## config.mk

```make
export PLATFORM = sky130hd
export DESIGN_NAME = board_renderer_flat
export DESIGN_NICKNAME = d
export VERILOG_FILES = /design/src/rtl/board_renderer_if.sv /design/src/rtl/board_renderer.sv /design/src/flat_wrapper.sv
export SDC_FILE = /design/constraint.sdc
export NUM_CORES = 2
export LEC_CHECK = 0
export CORE_ASPECT_RATIO = 0.8
export CORE_MARGIN = 2
export CORE_UTILIZATION = 39
export CTS_CLUSTER_DIAMETER = 30
export DETAILED_ROUTE_END_ITERATION = 16
export PLACE_DENSITY = 0.6
export SYNTH_ARGS = -nofsm -noshare
export SYNTH_HDL_FRONTEND = slang
export SYNTH_SLANG_ARGS = --single-unit
export TNS_END_PERCENT = 100
```

## constraint.sdc

```tcl
create_clock -name clk -period 6 [get_ports clk]
set_clock_uncertainty 0.2 [all_clocks]
set_input_delay 1.2 -clock clk [delete_from_list [all_inputs] [get_ports clk]]
set_output_delay 1.2 -clock clk [all_outputs]
set_load 0.005 [all_outputs]
```

## src/rtl/board_renderer_if.sv

```systemverilog
// Pixel write bus between the board renderer and the 160x120 VGA adapter.
interface board_renderer_if;
    logic [7:0] x;
    logic [6:0] y;
    logic [2:0] colour;
    logic       plot;
    logic       busy;

    modport master (output x, output y, output colour, output plot, input busy);
    modport slave  (input x, input y, input colour, input plot, output busy);
endinterface

```

## src/rtl/board_renderer.sv

```systemverilog
// Board renderer: snapshots the Gomoku board each frame and streams one pixel per
// accepted cycle (cell-major, then row, then column) to the VGA adapter.
module board_renderer #(
    parameter int unsigned CELL_PX  = 7,
    parameter int unsigned OFFSET_X = 24,
    parameter int unsigned OFFSET_Y = 4
) (
    input  logic                     clk,
    input  logic                     reset,
    input  logic                     enable,
    input  logic [511:0]             board,
    input  logic [3:0]               pointer_x,
    input  logic [3:0]               pointer_y,
    input  logic [1:0]               game_state,
    board_renderer_if.master         vga,
    output logic                     frame_done,
    output logic                     drawing
);

    localparam logic [2:0] PxMax = 3'(CELL_PX - 1);

    typedef enum logic [1:0] {StIdle, StLatch, StDraw, StDone} state_e;

    state_e       state_q;
    logic [511:0] board_q;
    logic [3:0]   ptr_x_q, ptr_y_q;
    logic [1:0]   gs_q;
    logic [7:0]   idx_q;
    logic [2:0]   px_q, py_q;
    logic [7:0]   x_q;
    logic [6:0]   y_q;
    logic [2:0]   colour_q;
    logic         plot_q, frame_done_q, drawing_q;

    logic [7:0]   idx_nxt;
    logic [2:0]   px_nxt, py_nxt;
    logic         last_px;

    logic [7:0]   pos_idx;
    logic [2:0]   pos_px, pos_py;
    logic [1:0]   pos_cell;
    logic         pos_border, pos_on_ptr;
    logic [7:0]   pix_x_d;
    logic [6:0]   pix_y_d;
    logic [2:0]   pix_col_d;

    // Counter advance: px minor, py major within a cell, then next cell.
    always_comb begin
        px_nxt  = px_q + 3'd1;
        py_nxt  = py_q;
        idx_nxt = idx_q;
        last_px = 1'b0;
        if (px_q == PxMax) begin
            px_nxt = 3'd0;
            py_nxt = py_q + 3'd1;
            if (py_q == PxMax) begin
                py_nxt  = 3'd0;
                idx_nxt = idx_q + 8'd1;
                last_px = (idx_q == 8'hff);
            end
        end
    end

    // Pixel to present next: the frame origin when leaving LATCH, else the advanced position.
    always_comb begin
        pos_idx = (state_q == StLatch) ? 8'd0 : idx_nxt;
        pos_px  = (state_q == StLatch) ? 3'd0 : px_nxt;
        pos_py  = (state_q == StLatch) ? 3'd0 : py_nxt;

        pix_x_d = 8'(OFFSET_X) + 8'(pos_idx[3:0]) * 8'(CELL_PX) + 8'(pos_px);
        pix_y_d = 7'(OFFSET_Y) + 7'(pos_idx[7:4]) * 7'(CELL_PX) + 7'(pos_py);

        pos_cell   = board_q[{pos_idx, 1'b0} +: 2];
        pos_border = (pos_px == 3'd0) || (pos_py == 3'd0);
        pos_on_ptr = (pos_idx[3:0] == ptr_x_q) && (pos_idx[7:4] == ptr_y_q);

        pix_col_d = 3'b010;
        if (pos_border) begin
            if (pos_on_ptr) begin
                pix_col_d = 3'b100;
            end else begin
                unique case (gs_q)
                    2'b01:   pix_col_d = 3'b000;
                    2'b10:   pix_col_d = 3'b111;
                    default: pix_col_d = 3'b010;
                endcase
            end
        end else begin
            unique case (pos_cell)
                2'b00:   pix_col_d = 3'b110;
                2'b01:   pix_col_d = 3'b000;
                2'b10:   pix_col_d = 3'b111;
                default: pix_col_d = 3'b101;
            endcase
        end
    end

    // Frame FSM with registered pixel outputs; outputs hold while the adapter stalls.
    always_ff @(posedge clk or negedge reset) begin
        if (!reset) begin
            state_q      <= StIdle;
            board_q      <= '0;
            ptr_x_q      <= '0;
            ptr_y_q      <= '0;
            gs_q         <= '0;
            idx_q        <= '0;
            px_q         <= '0;
            py_q         <= '0;
            x_q          <= '0;
            y_q          <= '0;
            colour_q     <= '0;
            plot_q       <= 1'b0;
            frame_done_q <= 1'b0;
            drawing_q    <= 1'b0;
        end else begin
            frame_done_q <= 1'b0;
            unique case (state_q)
                StIdle: begin
                    if (enable) begin
                        state_q   <= StLatch;
                        board_q   <= board;
                        ptr_x_q   <= pointer_x;
                        ptr_y_q   <= pointer_y;
                        gs_q      <= game_state;
                        idx_q     <= '0;
                        px_q      <= '0;
                        py_q      <= '0;
                        drawing_q <= 1'b1;
                    end
                end
                StLatch: begin
                    state_q  <= StDraw;
                    x_q      <= pix_x_d;
                    y_q      <= pix_y_d;
                    colour_q <= pix_col_d;
                    plot_q   <= 1'b1;
                end
                StDraw: begin
                    if (!vga.busy) begin
                        if (last_px) begin
                            state_q      <= StDone;
                            plot_q       <= 1'b0;
                            frame_done_q <= 1'b1;
                            drawing_q    <= 1'b0;
                        end else begin
                            idx_q    <= idx_nxt;
                            px_q     <= px_nxt;
                            py_q     <= py_nxt;
                            x_q      <= pix_x_d;
                            y_q      <= pix_y_d;
                            colour_q <= pix_col_d;
                        end
                    end
                end
                StDone: begin
                    state_q <= StIdle;
                end
                default: begin
                    state_q <= StIdle;
                end
            endcase
        end
    end

    assign vga.x      = x_q;
    assign vga.y      = y_q;
    assign vga.colour = colour_q;
    assign vga.plot   = plot_q;
    assign frame_done = frame_done_q;
    assign drawing    = drawing_q;

endmodule

```

## src/flat_wrapper.sv

```systemverilog
// flat-port wrapper written by rule: the top's interface ports become plain ports
module board_renderer_flat 
#(
    parameter int unsigned CELL_PX  = 7,
    parameter int unsigned OFFSET_X = 24,
    parameter int unsigned OFFSET_Y = 4
)
  (clk, reset, enable, board, pointer_x, pointer_y, game_state, frame_done, drawing, vga_x, vga_y, vga_colour, vga_plot, vga_busy);
  board_renderer_if vga_i ();
  input  logic clk;
  input  logic reset;
  input  logic enable;
  input  logic [511:0] board;
  input  logic [3:0] pointer_x;
  input  logic [3:0] pointer_y;
  input  logic [1:0] game_state;
  output logic frame_done;
  output logic drawing;
  output wire logic [$bits(vga_i.x)-1:0] vga_x;
  output wire logic [$bits(vga_i.y)-1:0] vga_y;
  output wire logic [$bits(vga_i.colour)-1:0] vga_colour;
  output wire logic [$bits(vga_i.plot)-1:0] vga_plot;
  input wire logic [$bits(vga_i.busy)-1:0] vga_busy;
  assign vga_x = vga_i.x;
  assign vga_y = vga_i.y;
  assign vga_colour = vga_i.colour;
  assign vga_plot = vga_i.plot;
  assign vga_i.busy = vga_busy;
  board_renderer #(.CELL_PX(CELL_PX), .OFFSET_X(OFFSET_X), .OFFSET_Y(OFFSET_Y)) u_core (.clk(clk), .reset(reset), .enable(enable), .board(board), .pointer_x(pointer_x), .pointer_y(pointer_y), .game_state(game_state), .vga(vga_i), .frame_done(frame_done), .drawing(drawing));
endmodule
```

==> flow_metrics.tcl <==
set metrics [dict create \
    status "finished, final reports clean" \
    synth_top_flop_cell "dfrtp_1" \
    num_rows 86 \
    nets 3477 \
    yosys_warnings 0 \
    async_flop_share_pct 100 \
    hold_path.class "reg -> reg" \
    syn_area_mm2 0.0274 \
    synth_edf_count 0 \
    syn_to_final_growth_pct 38.8 \
    fin_hold_ws_ns 0.298 \
    die_height_um 241 \
    intPower_mw 8.60 \
    io_buffers 546 \
    htree_levels 3 \
    slew_headroom_pct 5.70 \
    crit_path_frequent_cell "buf_4" \
    clkTransAtPathRegs_ns 0.05 \
    core-area_mm2 0.0693 \
    final-hold-violation-count 0 \
    finalSetupViolations 0 \
    totalWireLength_um 107000 \
    ctsHoldBuffers 0 \
    drive_gt1_share_pct 27.5 \
    slowest_delay_ns 0.91 \
    fin_cells 3938 \
    stdcell_area_mm2 0.0381 \
    first_iter_violations 1775 \
    yosys_register_bits 559 \
    grt_overflow 0 \
    peakVddDrop_uv 239 \
    critical_path_required_ns 6.32 \
    dp.cells 3714 \
    p_per_area_mw_per_mm2 294 \
    synth_top_area_share_pct 51.0 \
    clock.fmax_mhz 197 \
    ios 547 \
    netlist_top_cells_area "dfrtp_1 51%, mux2_2 21%, nand2_1 3.6%" \
    die_w_um 301 \
    switchingPower_mw 2.60 \
    first_global_vias 23113 \
    antenna_found_initial 17 \
    clkSinkCount 559 \
    critPathSlowestCell "a2111oi_0" \
    clk_latency_ns 0.68 \
    path_cells "buf_4 -> ha_1 -> nand4b_1 -> o21ai_2 -> a21oi_4 -> inv_2 -> buf_4 -> nor2_2 -> buf_4 -> a22oi_1 -> o21ai_0 -> a2111oi_0 -> o311ai_0 -> o21ai_0 -> a31oi_1" \
    grt_setup_unrepaired "false" \
    cp.arrival_ns 5.39 \
    first_pass_iters 5 \
    clock_path_buffers 3 \
    mostFrequentLayoutCell "dfrtp_1" \
    synth_cell_type_count 82 \
    worst-setup-path-type "reg -> reg" \
    comb_power_share_pct 6.7 \
    mostFrequentLayoutCells "559 x dfrtp_1, 545 x clkdlybuf4s50_1, 516 x mux2_2, 258 x nand2_1, 115 x clkbuf_16" \
    r2r_slack_ns 0.93 \
    worst-slew-pin-transition_ns 1.38 \
    viasPerCell 5.67 \
    fin_crit_ns 5.07 \
    hpwl_um 77600 \
    postCtsSetupBuffers 0 \
    final_antenna_net_count 0 \
    drv_slew 0 \
    startpoint_type "flip-flop" \
    avgSynthCellArea_um2 11.7 \
    swShare_pct 23.2 \
    ys_seq_area_share_pct 51.0 \
    track_usage_pct 29.2 \
    routedWlPerCell_um 27.2 \
    power_mw 11.2 \
    routed-via-count 22343 \
    initial_core_util_pct 39.6 \
    grt_pass1_wl_um 155000 \
    die-area_mm2 0.0725 \
    pwr-share-seq_pct 34.7 \
    worstPathMaxFanout 19 \
    drc_errors 0 \
    placed_area_mm2 0.0340 \
    ctsResizeCount 0 \
    max_cap_viol_count 0 \
    end_kind "flip-flop" \
    leakage_nw 17.4 \
    p_clk_share_pct 58.6 \
    cts_tree "built" \
    root_buffer "clkbuf_16" \
    place_congestion 0.938 \
    synth_cells 2355 \
    synth_nets 2924 \
    yosysTopAreaCell "dfrtp_1" \
    grt_max_degree 151 \
    finalSetupTns_ns 0 \
    finalCritPeriodShare_pct 84.5 \
    numCtsBuffers 115 \
]
==> cell usage after synthesis (all sizes together), types with 29 or more instances <==
library cell / number
dfrtp: 559
ha: 33
clkbuf: 104
o21ai: 67
and3: 66
a31oi: 32
mux2: 516
inv: 49
nand3: 57
nor2: 64
a211oi: 53
nor3: 29
nand2: 260
buf: 67
a21oi: 89
mux2i: 51
==> through the flow <==
step                worst slack (ns)  utilization, %
floorplan                       1.54               -
global placement                1.07            49.1
detailed placement             0.975            49.1
CTS                            0.951            54.9
global route                   0.617            54.9
finish                         0.930            54.9
==> sequential cells by signal (all words and copies together), names as in the netlist <==
signal	cells
u_core.board_q	512
u_core.idx_q	8
u_core.vga.x	8
u_core.vga.y	7
u_core.ptr_x_q	4
u_core.ptr_y_q	4
u_core.px_q	3
u_core.py_q	3
u_core.vga.colour	3
u_core.gs_q	2
u_core.state_q	2
u_core.drawing	1
u_core.frame_done	1
u_core.vga.plot	1
==> per-layer routing <==
metal	vias up	track usage [%]	share of wire [%]
met5	-	0	0.12
met3	183	6.39	7.9
met1	11422	40.6	43
met2	951	46.1	46
li1	9767	-	-
met4	20	7.98	2.4
==> power by group through the flow <==
stage,combinational [mW],clock (mW),sequential [mW]
floorplan,0.168,0,3.91
global placement,0.741,0,3.94
detailed placement,0.741,0,3.94
CTS,0.747,6.64,3.88
global route,0.795,6.85,3.89
finish,0.746,6.56,3.88
==> logic make-up after synthesis <==
logic type / count (synthesis) / share of synthesized area (%)
flops: 559 / 51.0
mux: 572 / 23.4
fa+ha+maj: 43 / 2.23
buf+inv: 220 / 3.32
compound gates: 395 / 9.87
xor+xnor: 22 / 0.702
simple gates: 544 / 9.44
==> final timing paths <==
check                               startpoint                   end  cells past startpoint
max                            u_core.idx_q[1]  u_core.vga.colour[2]                     15
min                        u_core.board_q[333]   u_core.board_q[333]                      1
max reg2reg                    u_core.idx_q[1]  u_core.vga.colour[2]                     15
min reg2reg                u_core.board_q[333]   u_core.board_q[333]                      1
max in group asynchronous                reset    u_core.board_q[91]                      2
min in group asynchronous                reset   u_core.board_q[275]                      1
==> layout make-up <==
class / count / area [um^2]
timing repair buffer: 607 / 6010
fill: 5866 / 31200
sequential: 559 / 14000
inverter: 49 / 190
clock buffer: 143 / 3130
tap: 924 / 1160
antenna: 7 / 17.5
multi-input combinational: 1576 / 12700
clock inverter: 73 / 916
==> worst max-delay path, delay by kind of cell, from the launching register on <==
| family | cells | cell delay (ns) |
|---|---|---|
| AND/OR/NAND/NOR | 2 | 0.39 |
| AO/OA/AOI/OAI | 8 | 2.60 |
| adder cells (fa/ha/maj) | 1 | 0.38 |
| flip-flops | 1 | 0.31 |
| buffers and inverters | 4 | 1.00 |
Power figures use the tool's default switching activity.
